<file path="src/rtl/fpu_noncomp_pkg.sv">
// fpu_noncomp_pkg
// Shared definitions for the non-computational RV32F responder: opcode and
// sub-op encodings, the fflags bit order, the canonical quiet NaN, the
// per-operand classification struct and the helpers that fill it.
package fpu_noncomp_pkg;

  localparam logic [2:0] NCP_SGNJ   = 3'd0;
  localparam logic [2:0] NCP_MINMAX = 3'd1;
  localparam logic [2:0] NCP_CMP    = 3'd2;
  localparam logic [2:0] NCP_CLASS  = 3'd3;
  localparam logic [2:0] NCP_MV     = 3'd4;

  localparam logic [2:0] FRM_SGNJ  = 3'd0;
  localparam logic [2:0] FRM_SGNJN = 3'd1;
  localparam logic [2:0] FRM_SGNJX = 3'd2;
  localparam logic [2:0] FRM_MIN   = 3'd0;
  localparam logic [2:0] FRM_MAX   = 3'd1;
  localparam logic [2:0] FRM_FLE   = 3'd0;
  localparam logic [2:0] FRM_FLT   = 3'd1;
  localparam logic [2:0] FRM_FEQ   = 3'd2;

  localparam logic [31:0] FP_QNAN = 32'h7FC0_0000;

  typedef struct packed {
    logic nv;
    logic dz;
    logic of;
    logic uf;
    logic nx;
  } fflags_t;

  typedef struct packed {
    logic sign;
    logic is_zero;
    logic is_sub;
    logic is_inf;
    logic is_nan;
    logic is_snan;
  } fp_class_t;

  function automatic fp_class_t classify(input logic [31:0] x);
    fp_class_t c;
    logic expZero;
    logic expOnes;
    logic manZero;
    expZero   = (x[30:23] == 8'h00);
    expOnes   = (x[30:23] == 8'hFF);
    manZero   = (x[22:0] == 23'd0);
    c.sign    = x[31];
    c.is_zero = expZero && manZero;
    c.is_sub  = expZero && !manZero;
    c.is_inf  = expOnes && manZero;
    c.is_nan  = expOnes && !manZero;
    // A NaN is signalling when the quiet bit (top mantissa bit) is clear.
    c.is_snan = expOnes && !manZero && !x[22];
    return c;
  endfunction

  // Only min/max and compares report exception flags.
  function automatic logic op_has_flags(input logic [2:0] op, input logic [2:0] frm);
    logic hasFlags;
    case (op)
      NCP_MINMAX: hasFlags = (frm == FRM_MIN) || (frm == FRM_MAX);
      NCP_CMP:    hasFlags = (frm == FRM_FLE) || (frm == FRM_FLT) || (frm == FRM_FEQ);
      default:    hasFlags = 1'b0;
    endcase
    return hasFlags;
  endfunction

endpackage

</file>
<file path="src/rtl/fpu_noncomp_lane.sv">
// fpu_noncomp_lane
// One 32-bit lane of the non-computational FPU pipeline. Stage 0 registers
// the operands together with their classification; stage 1 produces the
// result word and the NV flag. Both stages advance only while en_i is high.
// Ports:
//   clk, reset   clock, asynchronous active-high reset
//   en_i         pipeline advance enable (low while the output is stalled)
//   a_i, b_i     raw operands of the incoming request
//   op_i, frm_i  opcode / sub-op already registered in stage 0 by the top
//   result_o     registered lane result
//   nv_o         registered invalid-operation flag
module fpu_noncomp_lane
  import fpu_noncomp_pkg::*;
(
  input  logic        clk,
  input  logic        reset,
  input  logic        en_i,
  input  logic [31:0] a_i,
  input  logic [31:0] b_i,
  input  logic [2:0]  op_i,
  input  logic [2:0]  frm_i,
  output logic [31:0] result_o,
  output logic        nv_o
);

  logic [31:0] a_q, b_q;
  fp_class_t   aClass_q, bClass_q;
  logic [31:0] result_q, result_d;
  logic        nv_q, nv_d;

  logic        bothZero, anyNan, anySnan, ltTotal, eqVal, aNorm;
  logic [9:0]  classBits;

  // Stage 0: capture operands and precompute their classes.
  always_ff @(posedge clk or posedge reset) begin
    if (reset) begin
      a_q      <= '0;
      b_q      <= '0;
      aClass_q <= '0;
      bClass_q <= '0;
    end else if (en_i) begin
      a_q      <= a_i;
      b_q      <= b_i;
      aClass_q <= classify(a_i);
      bClass_q <= classify(b_i);
    end
  end

  assign bothZero = aClass_q.is_zero && bClass_q.is_zero;
  assign anyNan   = aClass_q.is_nan || bClass_q.is_nan;
  assign anySnan  = aClass_q.is_snan || bClass_q.is_snan;

  // Sign-magnitude total order where -0 sorts below +0; NaNs are handled
  // separately by every user of this signal.
  assign ltTotal = (aClass_q.sign != bClass_q.sign) ? aClass_q.sign :
                   (aClass_q.sign ? (a_q[30:0] > b_q[30:0]) : (a_q[30:0] < b_q[30:0]));
  assign eqVal   = (a_q == b_q) || bothZero;

  assign aNorm = !(aClass_q.is_zero || aClass_q.is_sub || aClass_q.is_inf || aClass_q.is_nan);
  assign classBits = {
    aClass_q.is_nan && !aClass_q.is_snan,
    aClass_q.is_snan,
    !aClass_q.sign && aClass_q.is_inf,
    !aClass_q.sign && aNorm,
    !aClass_q.sign && aClass_q.is_sub,
    !aClass_q.sign && aClass_q.is_zero,
    aClass_q.sign && aClass_q.is_zero,
    aClass_q.sign && aClass_q.is_sub,
    aClass_q.sign && aNorm,
    aClass_q.sign && aClass_q.is_inf
  };

  // Stage 1 result selection; unknown op or sub-op yields zero with no flags.
  always_comb begin
    result_d = '0;
    nv_d     = 1'b0;
    case (op_i)
      NCP_SGNJ: begin
        case (frm_i)
          FRM_SGNJ:  result_d = {b_q[31], a_q[30:0]};
          FRM_SGNJN: result_d = {~b_q[31], a_q[30:0]};
          FRM_SGNJX: result_d = {a_q[31] ^ b_q[31], a_q[30:0]};
          default:   result_d = '0;
        endcase
      end
      NCP_MINMAX: begin
        if ((frm_i == FRM_MIN) || (frm_i == FRM_MAX)) begin
          nv_d = anySnan;
          if (aClass_q.is_nan && bClass_q.is_nan) begin
            result_d = FP_QNAN;
          end else if (aClass_q.is_nan) begin
            result_d = b_q;
          end else if (bClass_q.is_nan) begin
            result_d = a_q;
          end else if (frm_i == FRM_MIN) begin
            result_d = ltTotal ? a_q : b_q;
          end else begin
            result_d = ltTotal ? b_q : a_q;
          end
        end
      end
      NCP_CMP: begin
        case (frm_i)
          FRM_FEQ: begin
            nv_d     = anySnan;
            result_d = {31'd0, !anyNan && eqVal};
          end
          FRM_FLT: begin
            nv_d     = anyNan;
            result_d = {31'd0, !anyNan && ltTotal && !bothZero};
          end
          FRM_FLE: begin
            nv_d     = anyNan;
            result_d = {31'd0, !anyNan && ((ltTotal && !bothZero) || eqVal)};
          end
          default: result_d = '0;
        endcase
      end
      NCP_CLASS: result_d = {22'd0, classBits};
      NCP_MV:    result_d = a_q;
      default:   result_d = '0;
    endcase
  end

  // Stage 1: output registers.
  always_ff @(posedge clk or posedge reset) begin
    if (reset) begin
      result_q <= '0;
      nv_q     <= 1'b0;
    end else if (en_i) begin
      result_q <= result_d;
      nv_q     <= nv_d;
    end
  end

  assign result_o = result_q;
  assign nv_o     = nv_q;

endmodule

</file>
<file path="src/rtl/fpu_noncomp.sv">
// fpu_noncomp
// Tagged two-stage responder for the RV32F sign-injection, min/max, compare,
// classify and move operations, one lane per thread. The whole pipeline
// stalls while a response is presented and not taken.
// Ports:
//   clk, reset            clock, asynchronous active-high reset
//   valid_in/ready_in     request handshake (ready_in is combinational)
//   tag_in, op_type, frm  request tag, NCP_* opcode, sub-op
//   dataa, datab          NUM_LANES x 32-bit operands
//   result, fflags        NUM_LANES x 32-bit results, NUM_LANES x {NV,DZ,OF,UF,NX}
//   has_fflags, tag_out   response flag-valid indication and tag
//   valid_out/ready_out   response handshake
module fpu_noncomp
  import fpu_noncomp_pkg::*;
#(
  parameter int unsigned NUM_LANES = 4,
  parameter int unsigned TAGW      = 4
) (
  input  logic                    clk,
  input  logic                    reset,
  input  logic                    valid_in,
  output logic                    ready_in,
  input  logic [TAGW-1:0]         tag_in,
  input  logic [2:0]              op_type,
  input  logic [2:0]              frm,
  input  logic [NUM_LANES*32-1:0] dataa,
  input  logic [NUM_LANES*32-1:0] datab,
  output logic [NUM_LANES*32-1:0] result,
  output logic                    has_fflags,
  output logic [NUM_LANES*5-1:0]  fflags,
  output logic [TAGW-1:0]         tag_out,
  output logic                    valid_out,
  input  logic                    ready_out
);

  logic            stall, en;
  logic            valid0_q;
  logic [TAGW-1:0] tag0_q;
  logic [2:0]      op0_q, frm0_q;
  logic            valid1_q;
  logic [TAGW-1:0] tag1_q;
  logic            hasFlags1_q;
  logic [NUM_LANES-1:0] laneNv;

  // Empty stages are not collapsed: any stall freezes every stage.
  assign stall    = valid1_q && !ready_out;
  assign en       = !stall;
  assign ready_in = en;

  // Stage 0 control: valid, tag and decoded request fields.
  always_ff @(posedge clk or posedge reset) begin
    if (reset) begin
      valid0_q <= 1'b0;
      tag0_q   <= '0;
      op0_q    <= '0;
      frm0_q   <= '0;
    end else if (en) begin
      valid0_q <= valid_in;
      tag0_q   <= tag_in;
      op0_q    <= op_type;
      frm0_q   <= frm;
    end
  end

  // Stage 1 control: response valid, tag and flag-valid indication.
  always_ff @(posedge clk or posedge reset) begin
    if (reset) begin
      valid1_q    <= 1'b0;
      tag1_q      <= '0;
      hasFlags1_q <= 1'b0;
    end else if (en) begin
      valid1_q    <= valid0_q;
      tag1_q      <= tag0_q;
      hasFlags1_q <= op_has_flags(op0_q, frm0_q);
    end
  end

  for (genvar i = 0; i < NUM_LANES; i++) begin : gLane
    fflags_t laneFlags;

    fpu_noncomp_lane uLane (
      .clk      (clk),
      .reset    (reset),
      .en_i     (en),
      .a_i      (dataa[32*i +: 32]),
      .b_i      (datab[32*i +: 32]),
      .op_i     (op0_q),
      .frm_i    (frm0_q),
      .result_o (result[32*i +: 32]),
      .nv_o     (laneNv[i])
    );

    // Only the invalid-operation flag can ever be raised by these ops.
    assign laneFlags = '{nv: laneNv[i], dz: 1'b0, of: 1'b0, uf: 1'b0, nx: 1'b0};
    assign fflags[5*i +: 5] = laneFlags;
  end

  assign valid_out  = valid1_q;
  assign tag_out    = tag1_q;
  assign has_fflags = hasFlags1_q;

endmodule
</file>
<file path="config.mk">
export PLATFORM = sky130hd
export DESIGN_NAME = fpu_noncomp
export DESIGN_NICKNAME = d
export VERILOG_FILES = /design/src/rtl/fpu_noncomp_pkg.sv /design/src/rtl/fpu_noncomp_lane.sv /design/src/rtl/fpu_noncomp.sv
export SDC_FILE = /design/constraint.sdc
export NUM_CORES = 1
export LEC_CHECK = 0
export ABC_AREA = 1
export CORE_ASPECT_RATIO = 1.5
export CORE_MARGIN = 2
export CORE_UTILIZATION = 49
export DETAILED_ROUTE_END_ITERATION = 8
export PLACE_DENSITY_LB_ADDON = 0.12
export SYNTH_ARGS = -nofsm -noshare
export SYNTH_HDL_FRONTEND = slang
export SYNTH_HIERARCHICAL = 1
export SYNTH_SLANG_ARGS = --single-unit
</file>
<file path="constraint.sdc">
create_clock -name clk -period 3.7 [get_ports clk]
set_input_delay 1.11 -clock clk [delete_from_list [all_inputs] [get_ports clk]]
set_output_delay 1.11 -clock clk [all_outputs]
set_load 0.005 [all_outputs]
</file>
## Word level (Yosys, flattened, before mapping)

Index checks and enable logic that the tools add are counted.

| storage, ports and cells | value |
|---|---|
| register bits | 445 |
| bits in latches | 0 |
| bits in writable memories | 0 |
| ROM bits | 0 |
| output and inout port bits | 155 |
| word-level logic and storage cells | 346 |
| memories | 0 |

| cells by class | value |
|---|---|
| add/sub/neg operators | 0 |
| $mul | 0 |
| divide/modulo/power cells | 0 |
| order comparisons | 8 |
| equal/unequal tests | 22 |
| shifts and indexed selects | 0 |
| multiplexer cells | 61 |
| bitwise gates (word level) | 8 |
| reductions and logical operators | 184 |

Operators by type and width:

| operator | count |
|---|---|
| 32-bit two-way mux | 28 |
| 32-bit one-hot mux with 5 select lines | 4 |
| 32-bit one-hot mux with 3 select lines | 4 |
| 23-bit zero test | 8 |
| 32-bit equality test | 4 |
| 31-bit > comparator | 4 |
| 31-bit < comparator | 4 |
| 1-bit logical AND | 97 |
| 8-bit equality test (second input constant) | 8 |
| 8-bit zero test | 8 |
| 1-bit zero test | 38 |
| 1-bit logical OR | 30 |
| 1-bit one-hot mux with 2 select lines | 9 |
| 1-bit two-way mux | 12 |
| 1-bit one-hot mux with 3 select lines | 4 |
| 3-bit by 2-bit equality test with 1-bit output (second input constant) | 3 |
| 3-bit by 1-bit equality test with 1-bit output (second input constant) | 2 |
| 3-bit zero test | 2 |
| 1-bit inequality test | 4 |
| 1-bit inverter | 4 |
| 1-bit XOR | 4 |
| 3-bit equality test (second input constant) | 1 |
| 2-bit OR reduction | 1 |

## Longest topological paths before layout

Gate-level depths: netlist of the first run.

| depth | value |
|---|---|
| depth in word-level cells | 10 |
| depth in mapped cells | 24 |
| mapped depth without buffers | 23 |

## Cells and area by module

Netlist of the first run, hierarchy kept.

Modules (own cells, without submodules):

| module | instances | cells each | area an instance (µm²) |
|---|---|---|---|
| fpu_noncomp_lane | 4 | 821 | 5998.3 |
| fpu_noncomp | 1 | 96 | 832.0 |

## Worst setup path before layout of the first run

No wires, ideal clock.

| timing path | value |
|---|---|
| path type | input-to-output |
| start point | in ready_out |
| end point | out ready_in |
| data arrival time | 1448 ps |
| required time | 2590 ps |
| slack | 1142 ps |
| stages on the path | 3 |
| path buffers | 1 |
| path through | nor2_4 inv_2 buf_6 |

| between the ends | value |
|---|---|
| word-level cells in the longest chain between the ends | 3 |

RTL lines:

| what | line | text |
|---|---|---|
| from (decl) | fpu_noncomp.sv:33 | `input logic ready_out` |
| 1-bit zero test | fpu_noncomp.sv:46 | `assign stall = valid1_q && !ready_out;` |
| 1-bit logical AND | fpu_noncomp.sv:46 |  |
| 1-bit zero test | fpu_noncomp.sv:47 | `assign en = !stall;` |
| to (decl) | fpu_noncomp.sv:22 | `output logic ready_in,` |

No other way between the ends.

## Worst setup path after layout of the first run

Ends and elaborated chain as after synthesis.

==> results of run 1 <==
## cell families after synthesis
family	share of synthesized area
simple gates	0.3204
buf+inv	0.08629
flops	0.4405
compound gates	0.08608
fa+ha+maj	0.06653
other cells	0.0001511
## placed cells by master, fill, tap and decap left out, drive strengths merged
cell	synthesis	layout
nand2	1308	1308
dfrtp	437	437
clkdlybuf4s50	0	408
inv	356	352
nand3	337	337
o21ai	306	306
ha	132	132
nor2	100	100
clkbuf	92	64
nor4	60	60
buf	67	55
a21oi	48	48
nor3	24	24
nand4	24	24
conb	1	16
and2	16	16
clkinv	8	15
o22ai	12	12
clkinvlp	0	8
o211ai	8	8
a21o	8	8
nand3b	8	8
a31oi	8	8
or4	8	8
o2111ai	4	4
o221ai	4	4
a22o	4	4
diode	0	3
bufinv	0	2
## routing by layer
layer	GRT usage	part of all wire	up-vias
met5	0	0.00030	-
li1	-	-	11563
met4	0.1250	0.041	4
met1	0.3457	0.38	11315
met3	0.04209	0.064	189
met2	0.5201	0.51	905
## registers in the layout, indices dropped and copies added, names as in the netlist
name / count
gLane.uLane/b_q: 128
valid_out: 1
gLane.uLane/nv_o: 4
gLane.uLane/bClass_q: 12
tag_out: 4
frm0_q: 3
has_fflags: 1
gLane.uLane/aClass_q: 20
gLane.uLane/result_o: 128
valid0_q: 1
op0_q: 3
gLane.uLane/a_q: 128
tag0_q: 4
## power by group through the flow
stage | clock network, mW | registers (mW) | logic (mW)
2_1_floorplan | 0 | 5.83 | 2.75
3_3_place_gp | 0 | 5.91 | 4.40
3_5_place_dp | 0 | 5.93 | 4.50
4_1_cts | 4.60 | 5.85 | 4.53
5_1_grt | 4.76 | 5.93 | 5.11
6_report | 4.50 | 5.85 | 4.52
## cell type report
class	count	share of cell area
flip-flops and latches	437	0.3519
multi-input cells	2435	0.3798
well taps	669	0.02693
diodes	3	0.0002416
clock inverters	13	0.004026
clock buffers	64	0.04207
inverters	364	0.04469
repair buffers	463	0.1503
## critical path: stages
cell and delay [ns]:
clkdlybuf4s50_1 0.52, nor2_4 0.07, inv_8 0.06, clkdlybuf4s50_1 0.60
## path summary, 6_finish.rpt
check,from,endpoint,slack (ns),cells past startpoint
hold reg to reg,valid0_q,valid_out,0.46,2
min in group asynchronous,reset,gLane[2].uLane/result_o[29],1.35,2
max in group asynchronous,reset,gLane[2].uLane/b_q[14],1.58,4
setup / recovery,ready_out,ready_in,0.22,4
setup reg to reg,gLane[2].uLane/a_q[30],gLane[2].uLane/result_o[27],0.77,19
hold / removal,valid0_q,valid_out,0.46,2
## per-stage QoR
step,std cells,area (um^2),setup WS (ns)
after floorplan,3395,24900,1.142
after global placement,4368,29640,0.2415
after detailed placement,4368,29640,0.2304
after CTS,4445,31070,0.2304
after global routing,4447,31070,0.2023
final,4448,31080,0.2236
==> impl_metrics.tcl, run 1 <==
set metrics [dict create \
    synth_ff_type "dfrtp_1" \
    critPathMaxFanout 3 \
    synth_area_um2 24830 \
    synthCells 3380 \
    clock-sinks 437 \
    net-switching-power_mw 5.045 \
    drt_first_iter_violations 1583 \
    final.period_utilization 0.9396 \
    timing.final.crit_period_ns 3.476 \
    combPwrFrac 0.304 \
    report.final.slew_viol_count 0 \
    antenna_found_initial 5 \
    grt-ovfl-total 0 \
    synth_top_area_frac 0.4405 \
    async_reset_ff_frac 1.000 \
    cts_root_buf "clkbuf_16" \
    yosys-top-cells-area "dfrtp_1, nand2_1, ha_1, nand3_1, inv_1" \
    hold_ws_ns 0.4622 \
    grt_setup_unrepaired "no" \
    required_ns 2.59 \
    synth_edf_count 0 \
    status "completed" \
    drc_errors 0 \
    slew_headroom 0.5250 \
    std_cell_rows 101 \
    clkLatencyLatePin_ns 0.56 \
    yosysSeqAreaShare 0.4405 \
    hold_class "reg -> reg" \
    post_cts_buffers 0 \
    hold_violations 0 \
    start_util 0.4936 \
    avgSynthCellArea_um2 7.345 \
    cts.repair.resized 0 \
    yosys-top-cells-count "nand2_1, dfrtp_1, inv_1, nand3_1, o21ai_0" \
    yosys_warnings 6 \
    ant_nets 0 \
    die_area_um2 52520 \
    die_h_um 279.7 \
    clkPwrFrac 0.303 \
    regArea_um2 10940 \
    finalClockSkew_ns 0.01828 \
    grt_pass1_vias 24090 \
    grt_max_degree 187 \
    cts_tree "built" \
    finalSetupViolations 0 \
    finish.utilization 0.6179 \
    htreeDepth 2 \
    coreArea_um2 50300 \
    synth_top_area_cell "dfrtp_1" \
    leakage_nw 15.78 \
    yosys.cell_types.count 37 \
    wirelength_um 76810 \
    pin_count 425 \
    via_count 23976 \
    first_pass_iters 8 \
    multiInputGateArea_um2 11800 \
    arrival_ns 2.37 \
    die_w_um 187.8 \
    power_density_nw_per_um2 478.6 \
    end_kind "output port" \
    nets 4147 \
    wl_per_cell_um 17.27 \
    cts_buffers 44 \
    max-vdd-ir-drop_uv 303.3 \
    p_int_mw 9.829 \
    gp_congestion 0.9264 \
    setup_tns_ns 0 \
    worst_pin_slew_ns 0.7126 \
    grt_pass1_wl_um 123400 \
    synth_seq_cells 437 \
    ctsHoldBuffers 0 \
    nFillCells 4578 \
    crit_type "in -> out" \
    finalPower_mw 14.87 \
    dp_hpwl_um 55990 \
    port_buffers 408 \
    cts_buffer_depth 3 \
    area_growth_pct 25.19 \
    startpoint_type "primary input" \
    max_freq_ghz 0.2877 \
    drive_above_1_share 0.04184 \
    viasPerCell 5.390 \
    drv_cap 0 \
    track_usage 0.2900 \
    yosysMostFrequentCell "nand2_1" \
    p_seq_frac 0.393 \
    clk_pin_slew_worst_paths_ns 0.07 \
    swShare 0.3392 \
]
Power figures use the tool's default switching activity.
==> run 2, diff against run 1 <==
clock period = 3 ns   (was 3.7 ns; I/O delays follow)
==> run 2 against run 1 <==
Count of clock-buffer cells in the layout unchanged; critical path type unchanged; critical endpoint unchanged; die area unchanged; largest power group unchanged; utilization up 1.1 points; via count up 0.96%; critical path depth unchanged.
==> impl_metrics.tcl, run 2 (synthesis gave the netlist of run 1 again) <==
set metrics [dict create \
    pin_count 425 \
    end_kind "output port" \
    final_common_cell "nand2_1" \
    cp_slowest_stage_delay_ns 0.53 \
    wirelength_um 78480 \
    critical-path-slowest-cell "clkdlybuf4s50_1" \
    die_w_um 187.8 \
    place_area_um2 29810 \
    max-vdd-ir-drop_uv 404.9 \
    multiInputGateArea_um2 11850 \
    start_util 0.4936 \
    htreeDepth 2 \
    startpoint_type "primary input" \
    reg2reg_from "gLane[3].uLane/a_q[30]" \
    drc_errors 0 \
    hold_class "reg -> reg" \
    die_h_um 279.7 \
    cts_root_buf "clkbuf_16" \
    hold_violations 0 \
    grt_pass1_vias 24333 \
    fin_ws_ns 0.1291 \
    clock-sinks 437 \
    finalClockSkew_ns 0.01368 \
    wl_per_cell_um 17.52 \
    finalPower_mw 19.30 \
    max_freq_ghz 0.3483 \
    crit_type "in -> out" \
    reg2reg_depth 20 \
    status "completed" \
    first_pass_iters 6 \
    regArea_um2 10940 \
    coreArea_um2 50300 \
    drt_first_iter_violations 1435 \
    antenna_found_initial 3 \
    nets 4174 \
    critPathMaxFanout 2 \
    area_growth_pct 27.46 \
    std_cell_rows 101 \
    cts_buffers 45 \
    grt_max_degree 160 \
    drv_cap 0 \
    final_cell_mix "nand2_1, dfrtp_1, clkdlybuf4s50_1" \
    grt_pass1_wl_um 125900 \
    crit_end "ready_in" \
    crit_chain "dlygate4sd2_1 -> nor2_4 -> inv_8 -> clkdlybuf4s50_1" \
    drive_above_1_share 0.05280 \
    place_inst 4385 \
    gp_congestion 0.9185 \
    cts_tree "built" \
    hold_ws_ns 0.4699 \
    setup_tns_ns 0 \
    finish.utilization 0.6291 \
    fin_cells 4478 \
    dp_hpwl_um 57300 \
    ff2ff_setup_slack_ns 0.20 \
    dpl_worst_slack_ns -0.1327 \
    worstReg2RegEnd "gLane[3].uLane/result_o[24]" \
    worst_pin_slew_ns 0.7852 \
    arrival_ns 1.97 \
    grt-ovfl-total 0 \
    power_density_nw_per_um2 609.8 \
    die_area_um2 52520 \
    cts_buffer_depth 3 \
    timing.final.crit_period_ns 2.871 \
    fin_area_um2 31640 \
    clkLatencyLatePin_ns 0.56 \
    track_usage 0.2962 \
    leakage_nw 16.07 \
    nFillCells 4481 \
    cp-startpoint "ready_out" \
    port_buffers 408 \
    slew_headroom 0.4765 \
    viasPerCell 5.406 \
    report.final.slew_viol_count 0 \
    finalSetupViolations 0 \
    ctsHoldBuffers 0 \
    required_ns 2.10 \
    clk_pin_slew_worst_paths_ns 0.06 \
    ant_nets 0 \
    final.period_utilization 0.9570 \
    via_count 24207 \
]
-- run 2: changes by cell type in the layout (fill, tap and decap cells not counted), sizes merged --
| cell | delta |
|---|---|
| buf | +23 |
| bufinv | +5 |
| clkbuf | +3 |
| clkdlybuf4s50 | -1 |
| clkinvlp | -1 |
| diode | -1 |
| dlygate4sd2 | +1 |
| inv | +1 |
-- run 2: per-layer routing --
metal	vias up	share of wire	GRT usage
li1	11640	-	-
met1	11436	0.39	0.3545
met2	920	0.51	0.5311
met3	209	0.061	0.03896
met4	2	0.044	0.1316
met5	-	0.00017	0
-- run 2: timing repair --
action	in CTS	in global routing
buffers inserted	0	6
gates resized for setup	1	22
setup endpoints to repair	1	88
gates cloned	0	3
pin swaps	0	3
hold endpoints to repair	0	0
-- run 2: power breakdown --
group          total, mW  switching, mW  internal (mW)
sequential          7.23          0.562           6.67
combinational       5.87           3.41           2.46
clock               6.19           2.46           3.73
-- run 2: how the worst min path moves through the flow --
stage               startpoint   endpoint  slack [ns]  depth (start not counted)
global placement      valid0_q  valid_out        0.45                          2
detailed placement    valid0_q  valid_out        0.46                          2
finish                valid0_q  valid_out        0.47                          2
global route          valid0_q  valid_out        0.50                          2
CTS                   valid0_q  valid_out        0.47                          2
floorplan             valid0_q  valid_out        0.43                          2
-- run 2: critical path, delay by kind of cell --
kind | cells | cell delay [ns]
buf+inv | 3 | 0.87
simple gates | 1 | 0.20
-- run 2: layout make-up --
class | instances | area share
clock buffer | 64 | 0.04267
clock inverter | 18 | 0.008739
antenna | 2 | 0.0001582
timing repair buffer | 489 | 0.1579
sequential | 437 | 0.3456
inverter | 364 | 0.04389
multi-input combinational | 2435 | 0.3746
tap | 669 | 0.02645
